--- config.mk ---
export PLATFORM = sky130hd
export DESIGN_NAME = uart_rx_frame
export DESIGN_NICKNAME = d
export VERILOG_FILES = /design/src/rtl/uart_pkg.sv /design/src/rtl/rx_sync_edge.sv /design/src/rtl/uart_rx_frame.sv
export SDC_FILE = /design/constraint.sdc
export NUM_CORES = 1
export LEC_CHECK = 0
export ABC_CLOCK_PERIOD_IN_PS = 1500
export BUFFER_PORTS_ARGS = -buffer_cell sky130_fd_sc_hd__buf_4
export CELL_PAD_IN_SITES_DETAIL_PLACEMENT = 1
export CELL_PAD_IN_SITES_GLOBAL_PLACEMENT = 1
export CORE_ASPECT_RATIO = 0.7
export CORE_MARGIN = 2
export CORE_UTILIZATION = 41
export CTS_CLUSTER_DIAMETER = 40
export CTS_CLUSTER_SIZE = 30
export DETAILED_ROUTE_END_ITERATION = 6
export PLACE_DENSITY_LB_ADDON = 0.1
export SYNTH_ARGS = -nofsm -noshare
export SYNTH_HDL_FRONTEND = slang
export SYNTH_SLANG_ARGS = --single-unit
--- constraint.sdc ---
create_clock -name clock_i -period 1.5 [get_ports clock_i]
set_input_delay 0.225 -clock clock_i [delete_from_list [all_inputs] [get_ports clock_i]]
set_output_delay 0.225 -clock clock_i [all_outputs]
set_load 0.05 [all_outputs]
--- src/rtl/uart_pkg.sv ---
// Shared UART receiver constants: state encodings, oversampling timebase, vote ticks, majority vote.
// No logic and no latency of its own; no backpressure involved.
// Imported by the receiver top and its sub-modules.
package uart_pkg;

  localparam int OVERSAMPLE = 16;
  localparam int VOTE_T0    = 7;
  localparam int VOTE_T1    = 8;
  localparam int VOTE_T2    = 9;
  localparam int STOP_EXIT  = 9;

  typedef enum logic [2:0] {
    ST_IDLE   = 3'd0,
    ST_START  = 3'd1,
    ST_DATA   = 3'd2,
    ST_PARITY = 3'd3,
    ST_STOP   = 3'd4
  } rx_state_e;

  function automatic logic maj3(input logic a, input logic b, input logic c);
    return (a & b) | (a & c) | (b & c);
  endfunction

endpackage

--- src/rtl/rx_sync_edge.sv ---
// Two-flop synchronizer for the raw rx pin plus falling-edge detect on the synchronized level.
// Latency: 2 clocks to rx_q, fall valid in the same cycle rx_q first reads low.
// No backpressure: free-running, samples every clock.
module rx_sync_edge (
  input  logic clock_i,
  input  logic reset_i,
  input  logic rx,
  output logic rx_q,
  output logic fall
);

  logic sync1;
  logic sync2;
  logic prev;

  // Reset to the idle-high line level so reset release never fakes an edge.
  always_ff @(posedge clock_i or posedge reset_i) begin
    if (reset_i) begin
      sync1 <= 1'b1;
      sync2 <= 1'b1;
      prev  <= 1'b1;
    end else begin
      sync1 <= rx;
      sync2 <= sync1;
      prev  <= sync2;
    end
  end

  assign rx_q = sync2;
  assign fall = prev & ~sync2;

endmodule

--- src/rtl/uart_rx_frame.sv ---
// UART frame receiver: 2-of-3 vote per bit, good bytes on dout + rx_done_tick, separate frame_err/break_det pulses.
// Latency: result pulse one clock after the s_tick at vote tick 9 of the stop bit. Optional even parity: UART_RX_PARITY_EN.
// No backpressure: the loader must accept every rx_done_tick; a falling edge while busy is ignored.
module uart_rx_frame #(
  parameter int NB_DATA    = 8,
  parameter int OVERSAMPLE = uart_pkg::OVERSAMPLE,
  parameter int NB_STATE   = 3
) (
  input  logic                clock_i,
  input  logic                reset_i,
  input  logic                s_tick,
  input  logic                rx,
  output logic [NB_DATA-1:0]  dout,
  output logic                rx_done_tick,
  output logic                frame_err,
  output logic                break_det,
  output logic [NB_STATE-1:0] rx_state
);

  import uart_pkg::*;

  localparam int S_W = $clog2(OVERSAMPLE);
  localparam int N_W = $clog2(NB_DATA);
  localparam logic [S_W-1:0] S_LAST = S_W'(OVERSAMPLE - 1);
  localparam logic [N_W-1:0] N_LAST = N_W'(NB_DATA - 1);

  logic rx_q;
  logic fall;

  rx_sync_edge u_sync (
    .clock_i (clock_i),
    .reset_i (reset_i),
    .rx      (rx),
    .rx_q    (rx_q),
    .fall    (fall)
  );

  rx_state_e          state_q, state_d;
  logic [S_W-1:0]     s_q, s_d;
  logic [N_W-1:0]     n_q, n_d;
  logic [NB_DATA-1:0] sh_q, sh_d;
  logic [2:0]         smp_q, smp_d;
  logic               armed_q, armed_d;
  logic [NB_DATA-1:0] dout_q, dout_d;
  logic               done_q, done_d;
  logic               ferr_q, ferr_d;
  logic               brk_q, brk_d;
  logic               bit_maj;
  logic               stop_maj;
  logic               good_frame;
`ifdef UART_RX_PARITY_EN
  logic               par_q, par_d;
`endif

  assign bit_maj  = maj3(smp_q[0], smp_q[1], smp_q[2]);
  // The stop decision happens on the third vote tick itself, so the live sample stands in for smp[2].
  assign stop_maj = maj3(smp_q[0], smp_q[1], rx_q);

`ifdef UART_RX_PARITY_EN
  assign good_frame = stop_maj & ~(^{sh_q, par_q});
`else
  assign good_frame = stop_maj;
`endif

  always_comb begin
    state_d = state_q;
    s_d     = s_q;
    n_d     = n_q;
    sh_d    = sh_q;
    smp_d   = smp_q;
    armed_d = armed_q;
    dout_d  = dout_q;
    done_d  = 1'b0;
    ferr_d  = 1'b0;
    brk_d   = 1'b0;
`ifdef UART_RX_PARITY_EN
    par_d   = par_q;
`endif

    if (s_tick && (state_q != ST_IDLE)) begin
      s_d = (s_q == S_LAST) ? '0 : s_q + 1'b1;
      if (s_q == S_W'(VOTE_T0)) smp_d[0] = rx_q;
      if (s_q == S_W'(VOTE_T1)) smp_d[1] = rx_q;
      if (s_q == S_W'(VOTE_T2)) smp_d[2] = rx_q;
    end

    case (state_q)
      ST_IDLE: begin
        if (rx_q) armed_d = 1'b1;
        if (armed_q && fall) begin
          state_d = ST_START;
          s_d     = '0;
        end
      end
      ST_START: begin
        if (s_tick && (s_q == S_LAST)) begin
          if (bit_maj) begin
            state_d = ST_IDLE;
          end else begin
            state_d = ST_DATA;
            n_d     = '0;
          end
        end
      end
      ST_DATA: begin
        if (s_tick && (s_q == S_LAST)) begin
          sh_d = {bit_maj, sh_q[NB_DATA-1:1]};
          if (n_q == N_LAST) begin
`ifdef UART_RX_PARITY_EN
            state_d = ST_PARITY;
`else
            state_d = ST_STOP;
`endif
          end else begin
            n_d = n_q + 1'b1;
          end
        end
      end
`ifdef UART_RX_PARITY_EN
      ST_PARITY: begin
        if (s_tick && (s_q == S_LAST)) begin
          par_d   = bit_maj;
          state_d = ST_STOP;
        end
      end
`endif
      ST_STOP: begin
        if (s_tick && (s_q == S_W'(STOP_EXIT))) begin
          state_d = ST_IDLE;
          s_d     = '0;
          if (good_frame) begin
            dout_d = sh_q;
            done_d = 1'b1;
          end else if (!stop_maj && (sh_q == '0)) begin
            brk_d   = 1'b1;
            armed_d = 1'b0;
          end else begin
            ferr_d = 1'b1;
          end
        end
      end
      default: state_d = ST_IDLE;
    endcase
  end

  always_ff @(posedge clock_i or posedge reset_i) begin
    if (reset_i) begin
      state_q <= ST_IDLE;
      s_q     <= '0;
      n_q     <= '0;
      sh_q    <= '0;
      smp_q   <= '0;
      armed_q <= 1'b0;
      dout_q  <= '0;
      done_q  <= 1'b0;
      ferr_q  <= 1'b0;
      brk_q   <= 1'b0;
`ifdef UART_RX_PARITY_EN
      par_q   <= 1'b0;
`endif
    end else begin
      state_q <= state_d;
      s_q     <= s_d;
      n_q     <= n_d;
      sh_q    <= sh_d;
      smp_q   <= smp_d;
      armed_q <= armed_d;
      dout_q  <= dout_d;
      done_q  <= done_d;
      ferr_q  <= ferr_d;
      brk_q   <= brk_d;
`ifdef UART_RX_PARITY_EN
      par_q   <= par_d;
`endif
    end
  end

  assign dout         = dout_q;
  assign rx_done_tick = done_q;
  assign frame_err    = ferr_q;
  assign break_det    = brk_q;
  assign rx_state     = NB_STATE'(state_q);

endmodule

======== Word-level counts from Yosys, hierarchy flattened ========
Cells that the tools add are included.
storage, ports and cells
  bits of input ports ..................... 4
  flip-flop bits (word level) ............. 36
  logic and storage cells ................. 98
  output and inout bits ................... 14
operators by class
  equality and inequality tests ........... 18
  reductions and logical operators ........ 19
  mux-type cells .......................... 33
  add/sub/neg operators ................... 2
  bitwise operators ....................... 11
operator list
  cell                 count
  $mux 3               9
  $ne 2x2->1 const B   9
  $mux 4               4
  $mux 1               15
  $reduce_and 5->1     3
  $eq 4x4->1 const B   3
  $pmux 3 s4           1
  $logic_not 8->1      1
  $pmux 4 s2           1
  $reduce_and 2->1     4
  $and 1x1->1          6
  $eq 3x3->1 const B   2
  $pmux 3 s2           1
  $logic_and 1x1->1    5
  $add 4x1->4 const B  1
  $eq 4x3->1 const B   1
  $or 1x1->1           4
  $reduce_bool 2->1    2
  $add 3x1->3 const B  1
  $eq 3x1->1 const B   1
  $eq 3x2->1 const B   1
  $logic_not 3->1      1
  $reduce_and 3->1     1
  $reduce_bool 3->1    1
  5 further kinds      5

======== Depth between registers and ports, before layout ========
Gate-level depths: netlist of run 1.
  word-level depth ........................ 9
  mapped depth ............................ 5
  mapped depth without buffers ............ 5

======== Cells and area by module ========
Synthesis of run 1 repeated with hierarchy kept, for this count alone.
second synthesis, totals
  cell total of the unflattened synthesis .. 134
  area, all modules ....................... 1,694.1 sq um
modules (own cells, without submodules)
  module         times used  area each (sq um)  cells an instance
  uart_rx_frame  1           1,597.8            129
  rx_sync_edge   1           96.3               5

======== Least setup slack after synthesis of run 1 ========
No wires, ideal clock.
  path type ............................... reg-to-reg
  start ................................... reg state_q[0] (netlist: rx_state[0])
  end ..................................... reg state_q[1] (netlist: rx_state[1])
  required time ........................... 1.422 ns
  buffers on the path ..................... 1
  data arrival time ....................... 1.637 ns
  slack ................................... -0.215 ns
  stages on the path, launching flop included .. 5
  setup time .............................. 0.078 ns
  cells stage by stage .................... dfrtp_1 buf_2 inv_1 or4_1 a21oi_1
between the ends
  word-level cells in the longest chain between the ends .. 3
  elaborated cells on any way between the ends .. 11
  those cells by class .................... 8 x eq/ne; 1 x mux; 2 x reduce/logical
RTL lines
  element                             RTL line              source
  start, declared                     uart_rx_frame.sv:38   rx_state_e state_q, state_d;
  start signal, assigned              uart_rx_frame.sv:162  state_q <= state_d;
  $eq 3x3->1 (tied with other cells)  uart_rx_frame.sv:87   case (state_q)
  $ne 2x2->1 (no line)                --
  $reduce_and 5->1 (no line)          --
Parallel ways exist; a longest one is shown, timed or not.
A chain may end at the register's enable or synchronous reset.

======== Final worst setup path of run 1 ========
  start ................................... reg s_q[1]
  end ..................................... reg dout_q[0] (netlist: dout[0])
between the ends
  word-level cells in the longest chain between the ends .. 3
RTL lines
  element                     RTL line              source
  start, declared             uart_rx_frame.sv:39   logic [S_W-1:0] s_q, s_d;
  start signal, assigned      uart_rx_frame.sv:149  s_q <= '0;
  start signal, assigned      uart_rx_frame.sv:163  s_q <= s_d;
  $eq 4x4->1                  uart_rx_frame.sv:128  if (s_tick && (s_q == S_W'(STOP_EXIT))) begin
  $logic_and 1x1->1           uart_rx_frame.sv:128
  $reduce_and 3->1 (no line)  --
  end signal, assigned        uart_rx_frame.sv:168  dout_q <= dout_d;
  end, declared               uart_rx_frame.sv:44   logic [NB_DATA-1:0] dout_q, dout_d;
Every way passes these cells.

==> results of run 1 <==
per-layer routing:
layer | track usage, % | up-vias | share of wire, %
met5 | 0 | - | 0
li1 | - | 619 | -
met3 | 8.41 | 14 | 5.5
met4 | 11.4 | 0 | 3.0
met2 | 36.0 | 35 | 46
met1 | 30.9 | 690 | 45
power breakdown:
group	leakage [nW]	switching, mW	internal [mW]
logic	0.697	0.740	0.646
clock network	0.0541	0.384	0.492
registers	0.458	0.187	1.12
total	1.21	1.31	2.26
synth_stat cells (all sizes together), types with 2 or more instances:
master	instances
dfrtp	33
mux2	19
inv	9
buf	6
a21oi	5
ha	5
nor2	5
a31oi	4
nand4	4
nor3	4
dfstp	3
mux2i	3
nand2	3
nand4b	3
o211ai	3
o31ai	3
or4	3
maj3	2
nand3b	2
nor3b	2
o21ai	2
state kept, by name, summed over array words and instances, names as in the netlist, 3 cells and up:
signal	cells
smp_q	3
rx_state	3
s_q	4
n_q	3
dout	8
sh_q	8
repair_timing:
action	in CTS	in global routing
gates cloned	1	0
pin swaps	8	8
endpoints found under the setup margin	27	30
hold endpoints to repair	8	0
setup buffers	4	2
hold buffers	1	0
gates resized for setup	23	14
layout make-up:
class,count,area [µm²]
Timing Repair Buffer,55,419
Sequential cell,36,910
Clock inverter,3,42.5
Inverter,9,33.8
Tap cell,52,65.1
Multi-Input combinational cell,85,940
Clock buffer,5,68.8
Fill cell,410,1470
stage by stage:
stage / power [mW] / cells / instance area (µm²) / util (%) / setup slack [ns]
2_1_floorplan: 1.89 / 136 / 1760 / - / -0.0437
3_3_place_gp: 2.19 / 229 / 2140 / 54.1 / -0.0814
3_5_place_dp: 2.26 / 229 / 2140 / 54.1 / -0.177
4_1_cts: 3.42 / 243 / 2410 / 61.0 / -0.0692
5_1_grt: 3.74 / 245 / 2480 / 62.8 / -0.154
6_report: 3.57 / 245 / 2480 / 62.8 / -0.101
kinds of logic after synthesis:
family	after synthesis	share of synthesized area, %
DFF	36	53.4
muxes	22	14.4
adders and majority gates	7	4.87
and+or+nand+nor	31	12.8
xor gates and xnor gates	1	0.517
buffers and inverters	16	3.98
AOI/OAI and AO/OA	23	10.0
worst max-delay path, delay by kind of cell, from the launching register on:
kind                       cells  cell delay, ns
and+or+nand+nor                2            0.53
DFF                            1            0.39
muxes                          1            0.35
adders and majority gates      1            0.12
buffers and inverters          1            0.09
path summary, 6_finish.rpt:
| check | to | slack [ns] | cells after the start |
|---|---|---|---|
| max | dout[0] | -0.10 | 5 |
| min | u_sync.sync1 | 0.03 | 1 |
| max reg2reg | dout[0] | -0.10 | 5 |
| min reg2reg | u_sync.rx_q | 0.36 | 0 |
| max in group asynchronous | frame_err | 0.38 | 4 |
| min in group asynchronous | s_q[3] | 0.53 | 3 |
==> reports/results.ini, run 1 <==
[global_route]
grt_max_degree = 14
antenna_found_initial = 0
track_usage_pct = 23.9
grt_pass1_vias = 1420
grt_first_pass_wirelength_mm = 7.83
overflow = 0

[die]
initial_core_util_pct = 43.0
dieArea_um2 = 4670
fp-row-count = 19
fp.dieH_um = 57.8
ioPinCount = 18
dieWidth_um = 80.9
core_area_um2 = 3950

[finish]
synthToLayoutAreaGrowth_pct = 46.2
final_cell_mix = buf_4, dfrtp_1, mux2_4
nets = 201
n_antenna_cell = 0
drive_gt1_share_pct = 57.5
mostFrequentLayoutCell = buf_4

[synthesis]
yosys.area.top_type_share_pct = 48.7
synth_flop_cell = dfrtp_1
ys_ff_latch = 36
synth_area_leaders = dfrtp_1, mux2_1, dfstp_2, ha_1, mux2_2
synth_area_um2 = 1700
yosys.area.top_type = dfrtp_1
synth_edf_count = 0
netlist_instances = 136
ys_types = 41
async_flop_share_pct = 100
yosys_warnings = 0
yosysSeqAreaShare_pct = 53.4
synth_area_per_cell_um2 = 12.5
syn_nets = 145

[timing]
postLayoutSetupSlackWorst_ns = -0.101
finalSetupTns_ns = -0.627
relSlewSlack_pct = 62.2
slew_violations = 0
clock.fmax_mhz = 624
fin_skew_ns = 0.0106
finalSetupViolCount = 17
rsz0062_at_grt = true
min_period_ns = 1.60
finalHoldViolations = 0
hold_ws_ns = 0.0260
worst_slew_pin_slew_ns = 0.567
fin_crit_sh_pct = 107

[clock_network]
cts_max_level = 2
cts-root-buf = clkbuf_8
clock_sinks = 36
clk_path_buf_depth = 2
cts_tree = done
clk_pin_slew_worst_paths_ns = 0.07
cts_buffers = 5
clock_latency_ns = 0.31

[placed_design]
gp_congestion = 0.801
dp_hpwl_mm = 3.30
numPortBuffers = 17

[critical_path]
worstSetupPathType = reg2reg
required_ns = 1.69
cp-start-kind = flop
r2r-start = s_q[1]
cpPeakStageDelay_ns = 0.39
crit_arrival_ns = 1.79
slowest_stage = dfrtp_1
startpoint = s_q[1]
path_max_fanout = 5
path_cells = inv_2, ha_4, and4b_2, nand4_4, mux2_4
worstSetupEndpointType = flop

[detailed_routing]
vias_per_cell = 5.54
drtIter0Drc = 61
wire_per_inst_um = 20.8
ant_nets = 0
wirelength_mm = 5.09
drcViolationCount = 0
vias = 1358
first_pass_iters = 4

[status]
violations = setup timing
outcome = finished with violations

[worst_hold_path]
hold_start = rx
min_path_type = in2reg

[pwr]
p_leak_nw = 1.21
peakVddDrop_mv = 1.23
p_per_area_nw_per_um2 = 1440

[job]
maxCapViolations = 0

Power figures use the tool's default switching activity.
==> inputs of run 2 (changes only) <==
--- a/config.mk
+++ b/config.mk
@@ -16,6 +16,7 @@
 export CTS_CLUSTER_SIZE = 30
 export DETAILED_ROUTE_END_ITERATION = 6
 export PLACE_DENSITY_LB_ADDON = 0.1
+export SKIP_LAST_GASP = 1
 export SYNTH_ARGS = -nofsm -noshare
 export SYNTH_HDL_FRONTEND = slang
 export SYNTH_SLANG_ARGS = --single-unit
==> run 2 against run 1 <==
The run still ends with setup timing left. Die area stayed put. Largest power group unchanged. Clock power is 0.6% higher. Critical path type unchanged. Clock skew hardly changed.
==> reports/results.ini, run 2 (synthesized netlist as in run 1, its figures left out) <==
[status]
outcome = finished with violations  ; unchanged
violations = setup timing  ; unchanged

[worst_hold_path]
hold_depth = 1  ; unchanged
min_path_type = in2reg  ; unchanged

[clock_network]
clk_path_buf_depth = 2  ; unchanged
cts_max_level = 2  ; unchanged
cts-root-buf = clkbuf_8  ; unchanged
cts_tree = done  ; unchanged
clock_latency_ns = 0.31  ; about the same
clock_sinks = 36  ; unchanged
cts_buffers = 5  ; unchanged
clk_pin_slew_worst_paths_ns = 0.07  ; about the same

[die]
dieWidth_um = 80.9  ; unchanged
ioPinCount = 18  ; unchanged
fp.dieH_um = 57.8  ; unchanged
core_area_um2 = 3950  ; unchanged
fp-row-count = 19  ; unchanged
initial_core_util_pct = 43.0  ; unchanged
dieArea_um2 = 4670  ; unchanged

[global_route]
grt_first_pass_wirelength_mm = 7.83  ; unchanged
track_usage_pct = 23.9  ; unchanged
antenna_found_initial = 0  ; unchanged
grt_max_degree = 14  ; unchanged
grt_pass1_vias = 1421  ; was 1420
overflow = 0  ; unchanged

[finish]
fin_util_pct = 62.4  ; was 62.8%
n_antenna_cell = 0  ; unchanged
drive_gt1_share_pct = 57.0  ; was 57.5%
stdcell_area_um2 = 2460  ; was 2480 µm²
mostFrequentLayoutCell = buf_4  ; unchanged
nets = 201  ; unchanged
synthToLayoutAreaGrowth_pct = 45.2  ; was 46.2%
finalNonFillerCells = 245  ; unchanged
final_cell_mix = buf_4, dfrtp_1, mux2_4  ; unchanged

[critical_path]
r2r_cells = 5  ; unchanged
r2r_slack_ns = -0.1  ; was -0.10 ns
worstReg2RegEnd = dout[0]  ; unchanged
r2r-start = s_q[1]  ; unchanged
startpoint = s_q[1]  ; unchanged
required_ns = 1.69  ; about the same
cp-start-kind = flop  ; unchanged
endpoint = dout[0]  ; unchanged
worstSetupPathType = reg2reg  ; unchanged
path_max_fanout = 5  ; unchanged
worstSetupEndpointType = flop  ; unchanged
crit_arrival_ns = 1.79  ; about the same

[timing]
fin_crit_sh_pct = 107  ; about the same
worst_slew_pin_slew_ns = 0.571  ; was 0.567 ns
fin_skew_ns = 0.0108  ; was 0.0106 ns
slew_violations = 0  ; unchanged
min_period_ns = 1.60  ; about the same
finalSetupViolCount = 19  ; was 17
rsz0062_at_grt = true  ; unchanged
postLayoutSetupSlackWorst_ns = -0.0990  ; was -0.101 ns
clock.fmax_mhz = 625  ; was 624 MHz
finalSetupTns_ns = -0.684  ; was -0.627 ns
finalHoldViolations = 0  ; unchanged
hold_ws_ns = 0.0244  ; was 0.0260 ns
relSlewSlack_pct = 61.9  ; was 62.2%

[pwr]
peakVddDrop_mv = 1.26  ; was 1.23 mV
p_per_area_nw_per_um2 = 1440  ; about the same
p_leak_nw = 1.20  ; was 1.21 nW

[placed_design]
post_dp_cell_area_um2 = 2140  ; unchanged
dp_hpwl_mm = 3.30  ; unchanged
placed_cells = 229  ; unchanged
gp_congestion = 0.801  ; unchanged
numPortBuffers = 17  ; unchanged

[detailed_routing]
ant_nets = 0  ; unchanged
vias_per_cell = 5.60  ; was 5.54
drcViolationCount = 0  ; unchanged
wirelength_mm = 5.13  ; was 5.09 mm
vias = 1373  ; was 1358
wire_per_inst_um = 20.9  ; was 20.8 µm
drtIter0Drc = 85  ; was 61
first_pass_iters = 4  ; unchanged

[job]
maxCapViolations = 0  ; unchanged

-- run 2: cell counts in the layout (fill, tap and decap cells not counted) --
No cell type changed its count.
-- run 2: final cells by class --
| cell class | instances | area [µm²] |
|---|---|---|
| Fill cell | 415 | 1490 |
| Multi-Input combinational cell | 85 | 926 |
| Sequential cell | 36 | 910 |
| Timing Repair Buffer | 55 | 415 |
| Clock buffer | 5 | 68.8 |
| Tap cell | 52 | 65.1 |
| Clock inverter | 3 | 42.5 |
| Inverter | 9 | 33.8 |
-- run 2: timing repair --
action | 4_1_cts | 5_1_grt
hold buffers | 1 | 0
hold endpoints to repair | 8 | 0
buffers inserted | 4 | 2
gates resized for setup | 22 | 12
cloned | 1 | 0
setup endpoints to repair | 27 | 30
pin swaps | 8 | 8
-- run 2: worst min-delay path by stage --
| stage | end | slack, ns | startpoint |
|---|---|---|---|
| 4_1_cts | u_sync.sync1 | 0.03 | rx |
| 6_report | u_sync.sync1 | 0.02 | rx |
| 3_5_place_dp | s_q[2] | 0.31 | reset_i |
| 5_1_grt | u_sync.sync1 | 0.01 | rx |
| 2_1_floorplan | u_sync.sync1 | 0.23 | rx |
| 3_3_place_gp | s_q[2] | 0.30 | reset_i |
-- run 2: worst max-delay path: stages, from the launching register on --
cell,delay [ns]
dfrtp_1,0.39
inv_2,0.09
ha_4,0.12
and4b_2,0.32
nand4_4,0.21
mux2_4,0.35
-- run 2: power by group --
part	switching, mW	internal (mW)
logic	0.740	0.627
registers	0.183	1.12
clock network	0.389	0.492
-- run 2: routing by layer --
layer	vias to the layer above	global-route usage, %	wire (µm)
met4	0	11.4	155
met2	37	36.0	2400
li1	622	-	-
met5	-	0	0
met1	699	30.9	2350
met3	15	8.41	220
-- run 2: through the flow --
stage	power (mW)	setup slack, ns
2_1_floorplan	1.89	-0.0437
3_3_place_gp	2.19	-0.0814
5_1_grt	3.70	-0.154
6_report	3.55	-0.0990
4_1_cts	3.42	-0.0692
3_5_place_dp	2.26	-0.177
==> inputs of run 3 (changes only) <==
--- a/config.mk
+++ b/config.mk
@@ -5,7 +5,7 @@
 export SDC_FILE = /design/constraint.sdc
 export NUM_CORES = 1
 export LEC_CHECK = 0
-export ABC_CLOCK_PERIOD_IN_PS = 1500
+export ABC_CLOCK_PERIOD_IN_PS = 1300
 export BUFFER_PORTS_ARGS = -buffer_cell sky130_fd_sc_hd__buf_4
 export CELL_PAD_IN_SITES_DETAIL_PLACEMENT = 1
 export CELL_PAD_IN_SITES_GLOBAL_PLACEMENT = 1
==> constraint.sdc (replaced) <==
create_clock -name clock_i -period 1.3 [get_ports clock_i]
set_input_delay 0.195 -clock clock_i [delete_from_list [all_inputs] [get_ports clock_i]]
set_output_delay 0.195 -clock clock_i [all_outputs]
set_load 0.05 [all_outputs]
==> run 3 against run 2 <==
The flow still finishes with violations (setup timing). Final area increased by 15%. Sequential power increased by 18%. Non-clock buffer count increased by 28. Core utilization increased by 9.3 points. Sequential share of layout area decreased by 4.7 points. Clock skew increased by 0.0042 ns. Register-to-register slack got worse by 0.19 ns. Clock power decreased by 9.9%. Via count increased by 12%. Sequential cell count unchanged. Die area unchanged. Clock-buffer cell count increased by 2. Critical endpoint unchanged.
==> reports/results.ini, run 3 (synthesized netlist as in run 1, its figures left out) <==
[timing]
relSlewSlack_pct = 78.1  ; was 61.9%
clock.fmax_mhz = 630  ; was 625 MHz
fin_skew_ns = 0.0150  ; was 0.0108 ns
slew_violations = 0  ; unchanged
finalSetupTns_ns = -7.86  ; was -0.684 ns
min_period_ns = 1.59  ; was 1.60 ns
fin_crit_sh_pct = 122  ; was 107%
postLayoutSetupSlackWorst_ns = -0.288  ; was -0.0990 ns
finalHoldViolations = 0  ; unchanged
finalSetupViolCount = 36  ; was 19
worst_slew_pin_slew_ns = 0.328  ; was 0.571 ns
rsz0062_at_grt = true  ; unchanged

[critical_path]
worstSetupEndpointType = flop  ; unchanged
path_max_fanout = 5  ; unchanged
r2r_cells = 5  ; unchanged
required_ns = 1.48  ; was 1.69 ns
cp-start-kind = flop  ; unchanged
crit_arrival_ns = 1.77  ; was 1.79 ns
worstSetupPathType = reg2reg  ; unchanged

[clock_network]
cts-root-buf = clkbuf_8  ; unchanged
clock_latency_ns = 0.31  ; about the same
cts_tree = done  ; unchanged
clk_path_buf_depth = 2  ; unchanged
cts_max_level = 2  ; unchanged
cts_buffers = 5  ; unchanged
clock_sinks = 36  ; unchanged
clk_pin_slew_worst_paths_ns = 0.06  ; was 0.07 ns

[detailed_routing]
vias_per_cell = 5.65  ; was 5.60
vias = 1543  ; was 1373
drcViolationCount = 0  ; unchanged
wirelength_mm = 6.85  ; was 5.13 mm
ant_nets = 0  ; unchanged
first_pass_iters = 4  ; unchanged
drtIter0Drc = 47  ; was 85
wire_per_inst_um = 25.1  ; was 20.9 µm

[global_route]
antenna_found_initial = 0  ; unchanged
grt_max_degree = 27  ; was 14
overflow = 0  ; unchanged
grt_pass1_vias = 1643  ; was 1421
grt_first_pass_wirelength_mm = 8.90  ; was 7.83 mm
track_usage_pct = 26.6  ; was 23.9%

[pwr]
peakVddDrop_mv = 1.35  ; was 1.26 mV
p_sw_share_pct = 39.1  ; was 36.9%
p_int_mw = 2.84  ; was 2.24 mW
power_frac_comb_pct = 50.0  ; was 38.5%
p_per_area_nw_per_um2 = 1650  ; was 1440 nW/µm²
p_sw_mw = 1.83  ; was 1.31 mW
p_leak_nw = 1.36  ; was 1.20 nW
power_frac_clock_pct = 17.0  ; was 24.8%
p_seq_share_pct = 32.9  ; was 36.7%

[die]
dieArea_um2 = 4670  ; unchanged
dieWidth_um = 80.9  ; unchanged
fp-row-count = 19  ; unchanged
ioPinCount = 18  ; unchanged
initial_core_util_pct = 43.0  ; unchanged
core_area_um2 = 3950  ; unchanged
fp.dieH_um = 57.8  ; unchanged

[placed_design]
dp_hpwl_mm = 3.20  ; was 3.30 mm
gp_congestion = 0.833  ; was 0.801
pre_cts_ws_ns = -0.362  ; was -0.177 ns
post_dp_cell_area_um2 = 2300  ; was 2140 µm²
numPortBuffers = 17  ; unchanged

[finish]
n_antenna_cell = 0  ; unchanged
fin_util_pct = 71.7  ; was 62.4%
drive_gt1_share_pct = 68.8  ; was 57.0%
stdcell_area_um2 = 2830  ; was 2460 µm²
final_cell_mix = buf_4, dfrtp_1, mux2_4  ; unchanged
mostFrequentLayoutCell = buf_4  ; unchanged
synthToLayoutAreaGrowth_pct = 66.8  ; was 45.2%
nets = 229  ; was 201

[worst_hold_path]
hold_depth = 1  ; unchanged
min_path_type = in2reg  ; unchanged

[status]
outcome = finished with violations  ; unchanged
violations = setup timing  ; unchanged

[job]
maxCapViolations = 0  ; unchanged

run 3: cell types whose count changed in the layout (fill, tap and decap cells not counted), sizes merged:
cell and change:
buf +28, clkbuf +2, clkinvlp -1, bufinv -1
run 3: worst max-delay path, cell delays in order (launching register included):
cell	delay (ns)
dfrtp_1	0.39
inv_2	0.08
ha_4	0.13
and4b_2	0.30
nand4_4	0.20
mux2_4	0.36
run 3: routing by layer:
layer / share of wire, % / track usage [%]
met1: 43 / 34.2
met3: 4.5 / 7.17
met5: 0 / 0
met4: 2.9 / 10.2
met2: 50 / 43.4
run 3: final timing paths:
check | startpoint | to | slack (ns)
max | s_q[1] | dout[0] | -0.29
min | rx | u_sync.sync1 | 0.003
max reg2reg | s_q[1] | dout[0] | -0.29
min reg2reg | u_sync.sync1 | u_sync.rx_q | 0.36
max in group asynchronous | reset_i | u_sync.rx_q | 0.55
min in group asynchronous | reset_i | frame_err | 0.51
run 3: cell type report:
type | instances | area (µm²)
fillers | 374 | 1120
multi-input cells | 85 | 1050
flip-flops and latches | 36 | 912
repair buffers | 83 | 683
clock buffers | 7 | 76.3
well taps | 52 | 65.1
inverters | 9 | 36.3
clock inverters | 1 | 5.00
run 3: power by group through the flow:
stage	Clock [mW]	Sequential, mW	Combinational [mW]
after CTS	0.798	1.50	1.86
after detailed placement	0	1.50	1.38
after global routing	0.849	1.55	2.43
after floorplan	0	1.48	0.734
final	0.794	1.54	2.34
after global placement	0	1.48	1.31
run 3: metrics by stage:
| stage | cells | hold WS [ns] | total power [mW] |
|---|---|---|---|
| final | 273 | 0.00343 | 4.67 |
| after CTS | 266 | 0.00572 | 4.16 |
| after floorplan | 136 | 0.199 | 2.21 |
| after global routing | 273 | -0.00668 | 4.83 |
| after global placement | 245 | 0.262 | 2.79 |
| after detailed placement | 245 | 0.272 | 2.88 |
run 3: repair_timing:
item,4_1_cts,5_1_grt
cloned,1,0
hold buffers,1,0
setup buffers,12,8
endpoints found under the hold margin,33,0
setup endpoints to repair,36,36
pin swaps,14,7
gates resized for setup,39,24
